<file path="config.mk">
export PLATFORM = sky130hd
export DESIGN_NAME = mux8_rr_sched_flat
export DESIGN_NICKNAME = d
export VERILOG_FILES = /design/src/rtl/mux8_rr_sched_pkg.sv /design/src/rtl/mux8_rr_sched_if.sv /design/src/rtl/mux8_rr_sched_rr_prio_enc8.sv /design/src/rtl/mux8_rr_sched.sv /design/src/flat_wrapper.sv
export SDC_FILE = /design/constraint.sdc
export NUM_CORES = 1
export LEC_CHECK = 0
export ABC_AREA = 1
export ABC_CLOCK_PERIOD_IN_PS = 2850
export CORE_UTILIZATION = 53
export DETAILED_ROUTE_END_ITERATION = 7
export PLACE_DENSITY = 0.8
export SETUP_SLACK_MARGIN = 0.05
export SYNTH_ARGS = -nofsm -noshare
export SYNTH_HDL_FRONTEND = slang
export SYNTH_SLANG_ARGS = --single-unit
export TNS_END_PERCENT = 50
</file>
<file path="constraint.sdc">
create_clock -name clk_i -period 2.85 [get_ports clk_i]
set_clock_uncertainty 0.1 [all_clocks]
set_input_delay 0.855 -clock clk_i [delete_from_list [all_inputs] [get_ports clk_i]]
set_output_delay 0.855 -clock clk_i [all_outputs]
set_load 0.02 [all_outputs]
</file>
<file path="src/rtl/mux8_rr_sched_pkg.sv">
// -----------------------------------------------------------------------------
// mux8_sched_pkg
//   Shared types and helpers for the 8-requester round-robin mux scheduler.
//   NUM_REQ / SEL_W : requester count and select width of the 8:1 mux.
//   sched_state_e   : scheduler FSM states.
//   pick_t / rr_pick: rotating first-set-bit search starting at a pointer.
//   onehot8         : index to one-hot grant vector.
// -----------------------------------------------------------------------------
package mux8_sched_pkg;

   localparam int unsigned NUM_REQ = 8;
   localparam int unsigned SEL_W   = 3;

   typedef enum logic {
      IDLE,
      GRANT
   } sched_state_e;

   typedef struct packed {
      logic             found;
      logic [SEL_W-1:0] idx;
   } pick_t;

   // First set bit of req at or above ptr, wrapping. Scanning from the far end
   // lets the nearest candidate overwrite the result without an early exit.
   function automatic pick_t rr_pick(input logic [NUM_REQ-1:0] req,
                                     input logic [SEL_W-1:0]   ptr);
      pick_t            res;
      logic [SEL_W-1:0] cand;
      res = '0;
      for (int i = NUM_REQ - 1; i >= 0; i--) begin
         cand = ptr + SEL_W'(i);
         if (req[cand]) begin
            res.found = 1'b1;
            res.idx   = cand;
         end
      end
      return res;
   endfunction

   function automatic logic [NUM_REQ-1:0] onehot8(input logic [SEL_W-1:0] idx);
      logic [NUM_REQ-1:0] v;
      v = '0;
      v[idx] = 1'b1;
      return v;
   endfunction

endpackage

</file>
<file path="src/rtl/mux8_rr_sched_if.sv">
// -----------------------------------------------------------------------------
// mux8_rr_sched_if
//   Requester/scheduler bus for mux8_rr_sched.
//   req_i, mask_i : requester side -> scheduler (valid per requester, enables)
//   gnt_o, sel_o  : one-hot grant and mux select
//   vld_o, src_o  : beat-valid and source id aligned with the registered mux output
//   busy_o        : a grant is active
//   master modport = requester side, slave modport = scheduler.
// -----------------------------------------------------------------------------
interface mux8_rr_sched_if;
   import mux8_sched_pkg::*;

   logic [NUM_REQ-1:0] req_i;
   logic [NUM_REQ-1:0] mask_i;
   logic [NUM_REQ-1:0] gnt_o;
   logic [SEL_W-1:0]   sel_o;
   logic               vld_o;
   logic [SEL_W-1:0]   src_o;
   logic               busy_o;

   modport master (
      output req_i,
      output mask_i,
      input  gnt_o,
      input  sel_o,
      input  vld_o,
      input  src_o,
      input  busy_o
   );

   modport slave (
      input  req_i,
      input  mask_i,
      output gnt_o,
      output sel_o,
      output vld_o,
      output src_o,
      output busy_o
   );

endinterface

</file>
<file path="src/rtl/mux8_rr_sched_rr_prio_enc8.sv">
// -----------------------------------------------------------------------------
// rr_prio_enc8
//   Purely combinational rotating priority encoder.
//   req_i   : candidate vector
//   ptr_i   : highest-priority position; search goes upward with wrap
//   found_o : any candidate set
//   idx_o   : index of the winner (0 when none found)
// -----------------------------------------------------------------------------
module rr_prio_enc8
   import mux8_sched_pkg::*;
(
   input  logic [NUM_REQ-1:0] req_i,
   input  logic [SEL_W-1:0]   ptr_i,
   output logic               found_o,
   output logic [SEL_W-1:0]   idx_o
);

   pick_t pick;

   always_comb begin
      pick    = rr_pick(req_i, ptr_i);
      found_o = pick.found;
      idx_o   = pick.idx;
   end

endmodule

</file>
<file path="src/rtl/mux8_rr_sched.sv">
// -----------------------------------------------------------------------------
// mux8_rr_sched
//   Round-robin scheduler sharing the registered 8:1 mux among 8 requesters.
//   Grants one requester for up to BurstLen beats, then rearbitrates in the
//   same cycle starting just above the previous owner. Tags the mux output
//   with a valid bit and the source index.
//   clk_i, rst_i : clock, asynchronous active-high reset
//   bus (slave)  : req_i/mask_i in; gnt_o/sel_o/vld_o/src_o/busy_o out,
//                  all outputs registered
// -----------------------------------------------------------------------------
module mux8_rr_sched
   import mux8_sched_pkg::*;
#(
   parameter int unsigned NumReq   = 8,
   parameter int unsigned BurstLen = 4
) (
   input  logic           clk_i,
   input  logic           rst_i,
   mux8_rr_sched_if.slave bus
);

   localparam int unsigned CntW = $clog2(BurstLen + 1);

   if (NumReq != NUM_REQ) begin : g_num_req_chk
      $error("mux8_rr_sched: NumReq must be 8");
   end
   if (BurstLen < 1 || BurstLen > 16) begin : g_burst_len_chk
      $error("mux8_rr_sched: BurstLen must be 1..16");
   end

   sched_state_e       state_q, state_d;
   logic [SEL_W-1:0]   ptr_q, ptr_d;
   logic [CntW-1:0]    cnt_q, cnt_d;
   logic [NUM_REQ-1:0] gnt_q, gnt_d;
   logic [SEL_W-1:0]   sel_q, sel_d;
   logic               vld_q, vld_d;
   logic [SEL_W-1:0]   src_q, src_d;
   logic               busy_q, busy_d;

   logic [NUM_REQ-1:0] elig;
   logic               beat;
   logic [CntW-1:0]    cnt_inc;
   logic               keep;
   logic [SEL_W-1:0]   arb_ptr;
   logic               arb_found;
   logic [SEL_W-1:0]   arb_idx;

   assign elig    = bus.req_i & bus.mask_i;
   // sel_q is the owner's index while in GRANT.
   assign beat    = (state_q == GRANT) && elig[sel_q];
   assign cnt_inc = cnt_q + CntW'(1);
   assign keep    = beat && (cnt_inc < CntW'(BurstLen));
   // From IDLE search from the stored pointer; at burst end search from owner+1
   // so the outgoing owner is considered last.
   assign arb_ptr = (state_q == IDLE) ? ptr_q : sel_q + SEL_W'(1);

   rr_prio_enc8 u_prio_enc (
      .req_i   (elig),
      .ptr_i   (arb_ptr),
      .found_o (arb_found),
      .idx_o   (arb_idx)
   );

   // State register and all output registers.
   always_ff @(posedge clk_i or posedge rst_i) begin
      if (rst_i) begin
         state_q <= IDLE;
         ptr_q   <= '0;
         cnt_q   <= '0;
         gnt_q   <= '0;
         sel_q   <= '0;
         vld_q   <= 1'b0;
         src_q   <= '0;
         busy_q  <= 1'b0;
      end else begin
         state_q <= state_d;
         ptr_q   <= ptr_d;
         cnt_q   <= cnt_d;
         gnt_q   <= gnt_d;
         sel_q   <= sel_d;
         vld_q   <= vld_d;
         src_q   <= src_d;
         busy_q  <= busy_d;
      end
   end

   // Next-state logic.
   always_comb begin
      state_d = state_q;
      case (state_q)
         IDLE: begin
            if (arb_found) state_d = GRANT;
         end
         GRANT: begin
            if (!keep && !arb_found) state_d = IDLE;
         end
         default: state_d = IDLE;
      endcase
   end

   // Output / datapath next values.
   always_comb begin
      ptr_d  = ptr_q;
      cnt_d  = cnt_q;
      gnt_d  = gnt_q;
      sel_d  = sel_q;
      busy_d = busy_q;
      // The mux captures sel_q this cycle, so tag it one cycle later.
      vld_d  = beat;
      src_d  = sel_q;
      case (state_q)
         IDLE: begin
            if (arb_found) begin
               gnt_d  = onehot8(arb_idx);
               sel_d  = arb_idx;
               cnt_d  = '0;
               busy_d = 1'b1;
            end else begin
               gnt_d  = '0;
               busy_d = 1'b0;
            end
         end
         GRANT: begin
            if (keep) begin
               cnt_d = cnt_inc;
            end else begin
               ptr_d = sel_q + SEL_W'(1);
               cnt_d = '0;
               if (arb_found) begin
                  gnt_d  = onehot8(arb_idx);
                  sel_d  = arb_idx;
                  busy_d = 1'b1;
               end else begin
                  // sel holds its last value to avoid toggling the mux.
                  gnt_d  = '0;
                  busy_d = 1'b0;
               end
            end
         end
         default: begin
            gnt_d  = '0;
            busy_d = 1'b0;
         end
      endcase
   end

   assign bus.gnt_o  = gnt_q;
   assign bus.sel_o  = sel_q;
   assign bus.vld_o  = vld_q;
   assign bus.src_o  = src_q;
   assign bus.busy_o = busy_q;

endmodule

</file>
<file path="src/flat_wrapper.sv">
// flat-port wrapper written by rule: the top's interface ports become plain ports
module mux8_rr_sched_flat import mux8_sched_pkg::*;
#(
   parameter int unsigned NumReq   = 8,
   parameter int unsigned BurstLen = 4
)
  (clk_i, rst_i, bus_req_i, bus_mask_i, bus_gnt_o, bus_sel_o, bus_vld_o, bus_src_o, bus_busy_o);
  mux8_rr_sched_if bus_i ();
  input  logic clk_i;
  input  logic rst_i;
  input wire logic [$bits(bus_i.req_i)-1:0] bus_req_i;
  input wire logic [$bits(bus_i.mask_i)-1:0] bus_mask_i;
  output wire logic [$bits(bus_i.gnt_o)-1:0] bus_gnt_o;
  output wire logic [$bits(bus_i.sel_o)-1:0] bus_sel_o;
  output wire logic [$bits(bus_i.vld_o)-1:0] bus_vld_o;
  output wire logic [$bits(bus_i.src_o)-1:0] bus_src_o;
  output wire logic [$bits(bus_i.busy_o)-1:0] bus_busy_o;
  assign bus_i.req_i = bus_req_i;
  assign bus_i.mask_i = bus_mask_i;
  assign bus_gnt_o = bus_i.gnt_o;
  assign bus_sel_o = bus_i.sel_o;
  assign bus_vld_o = bus_i.vld_o;
  assign bus_src_o = bus_i.src_o;
  assign bus_busy_o = bus_i.busy_o;
  mux8_rr_sched #(.NumReq(NumReq), .BurstLen(BurstLen)) u_core (.clk_i(clk_i), .rst_i(rst_i), .bus(bus_i));
endmodule
</file>
==> reports/metrics.csv <==
metric,value,unit
drtAntennaViolNets,0,
num_io_pins,34,
synth_seq_cells,23,
port_buffers,33,
fin_ws,172.4,ps
avgSynthCellArea,6.468,µm²
cts_tree,yes,
end_kind,flop,
hold_viol_final,0,
path_class,in -> reg,
drt_iter0_markers,157,
min_period,2678,ps
chipHeight,63.21,µm
syn_nets,329,
clock_sinks,23,
wire_per_inst,13.44,µm
min_path_type,reg -> reg,
antenna_found_initial,0,
gp_congestion,0.8943,
drt_first_pass_iters,4,
worstPathMaxFanout,7,
grt_usage,0.2923,
grt_pass1_vias,2044,
cp.arrival,2720,ps
final_max_slew_viol_count,0,
core,0.003468,mm²
vias,2209,
final_cell_area,0.002624,mm²
cts.path.max_buffers,2,
cts_root_buf,clkbuf_8,
period_share,0.9395,
finalSetupViolCount,0,
yosysTopAreaCell,dfrtp_1,
dp_slack,-86.43,ps
worstSetupStartpointType,input pin,
ys_seq_area_frac,0.2899,
area_delta_synth_final,32.14,%
synth_area_leaders,"dfrtp_1 29%, nand2_1 25%, nand3_1 11%",
relSlewSlack,0.7771,
final_nets,385,
rr_worst_depth,16,
n_antenna_cell,0,
start_util,0.5725,
synth_top_area_frac,0.2899,
viasPerCell,5.414,
synth-edff-count,0,
worstPathRequired,2890,ps
clk_latency,270,ps
fmax,373.5,MHz
tightest_slew,333.1,ps
syn_inst,307,
grt_max_degree,24,
placed_area,0.002457,mm²
ys_warn_count,0,
h-tree-depth,1,
dp_hpwl,4120,µm
cts_hold_buf,0,
syn_area,0.001986,mm²
drive_gt1_frac,0.2348,
hold_path_depth,2,
drcViolationCount,0,
overflow,0,
dieWidth,63.21,µm
synth_cell_types,30,
clk_pin_slew_worst_paths,80,ps
synth_ff_type,dfrtp_1,
async_flop_share,1.000,
status,completed,
cts-buffers-inserted,3,
grt_pass1_wl,9177,µm
rows,21,
postRouteWirelength,5484,µm
rsz0062_at_grt,yes,
die-area,0.003996,mm²
max_cap_viol_count,0,
==> metal layers <==
metal,GRT usage,share of wire
met4,0.1108,0.024
met2,0.4664,0.45
met1,0.4057,0.46
met5,0,0
met3,0.03261,0.059
==> flip-flops by register name, indices dropped and copies added, names as in the netlist <==
signal	cells
u_core.ptr_q	3
u_core.cnt_q	3
u_core.bus.src_o	3
u_core.bus.gnt_o	8
u_core.bus.vld_o	1
u_core.state_q	1
u_core.bus.busy_o	1
u_core.bus.sel_o	3
==> logic make-up after synthesis <==
group,Yosys count,synth area share
XOR/XNOR,1,0.004412
flip-flops,23,0.2899
AND/OR/NAND/NOR,214,0.5054
adder cells (fa/ha/maj),4,0.02521
buffers and inverters,36,0.09074
AO/OA/AOI/OAI,29,0.08444
==> cell usage in the layout, fill, tap and decap left out, drive strengths merged <==
cell / instances
nor3b: 1
inv: 31
nand2: 155
buf: 23
a22o: 1
a21oi: 9
dfrtp: 23
nor3: 1
clkinv: 1
o211ai: 1
o21ai: 14
o311ai: 1
nor2: 9
a21boi: 1
clkdlybuf4s50: 33
xnor2: 1
ha: 4
or2: 1
a31oi: 2
nand4: 1
clkbuf: 3
nand3: 46
==> worst max-delay path, stage by stage <==
cell	delay, ps
clkdlybuf4s50_1	420
nand2_1	110
nand3_1	120
nand3_1	90
nand2_1	70
nand2_1	110
nand2_2	90
buf_4	150
nor3_4	100
nand4_2	180
nand2_4	180
inv_4	60
nand2_2	90
o21ai_1	80
==> path summary, 6_finish.rpt <==
check,slack (ps),startpoint,end
min in group asynchronous,810,rst_i,u_core.bus.src_o[1]$_DFF_PP0_
max,170,bus_req_i[0],u_core.bus.sel_o[0]$_DFFE_PP0P_
max reg2reg,210,u_core.bus.sel_o[0]$_DFFE_PP0P_,u_core.bus.sel_o[0]$_DFFE_PP0P_
max in group asynchronous,1580,rst_i,u_core.state_q$_DFF_PP0_
min reg2reg,390,u_core.bus.gnt_o[2]$_DFFE_PP0N_,u_core.bus.gnt_o[2]$_DFFE_PP0N_
min,390,u_core.bus.gnt_o[2]$_DFFE_PP0N_,u_core.bus.gnt_o[2]$_DFFE_PP0N_
==> repair_timing <==
item	in CTS	in global routing
setup buffers	0	6
setup endpoints to repair	0	13
resized for setup	0	22
==> Yosys cell counts (4+ instances only) <==
library cell	number
nand2_4	8
nand3_1	45
nand2_1	130
ha_1	4
nor2_1	6
a21oi_1	9
inv_1	26
o21ai_0	5
o21ai_1	8
dfrtp_1	23
nand2_2	17
==> area by class of cell <==
| cell class | count | area, µm² |
|---|---|---|
| Tap cell | 46 | 57.56 |
| Timing Repair Buffer | 56 | 519.2 |
| Clock inverter | 1 | 5.005 |
| Multi-Input combinational cell | 248 | 1300 |
| Inverter | 31 | 123.9 |
| Clock buffer | 3 | 41.29 |
| Sequential cell | 23 | 576.8 |
| Fill cell | 292 | 844.6 |
==> per-stage QoR <==
stage | hold WS, ps | setup TNS, ps | util | std cells
CTS | 397.3 | 0 | 0.7219 | 402
global placement | 364.6 | -233.6 | 0.7085 | 398
finish | 392.6 | 0 | 0.7565 | 408
floorplan | 367.0 | 0 | - | 307
global route | 416.9 | 0 | 0.7565 | 408
detailed placement | 372.2 | -510.5 | 0.7085 | 398
Power is left out: the tool's default activity adds up to more than one toggle a clock period on the data nets, which glitch-free logic cannot reach.
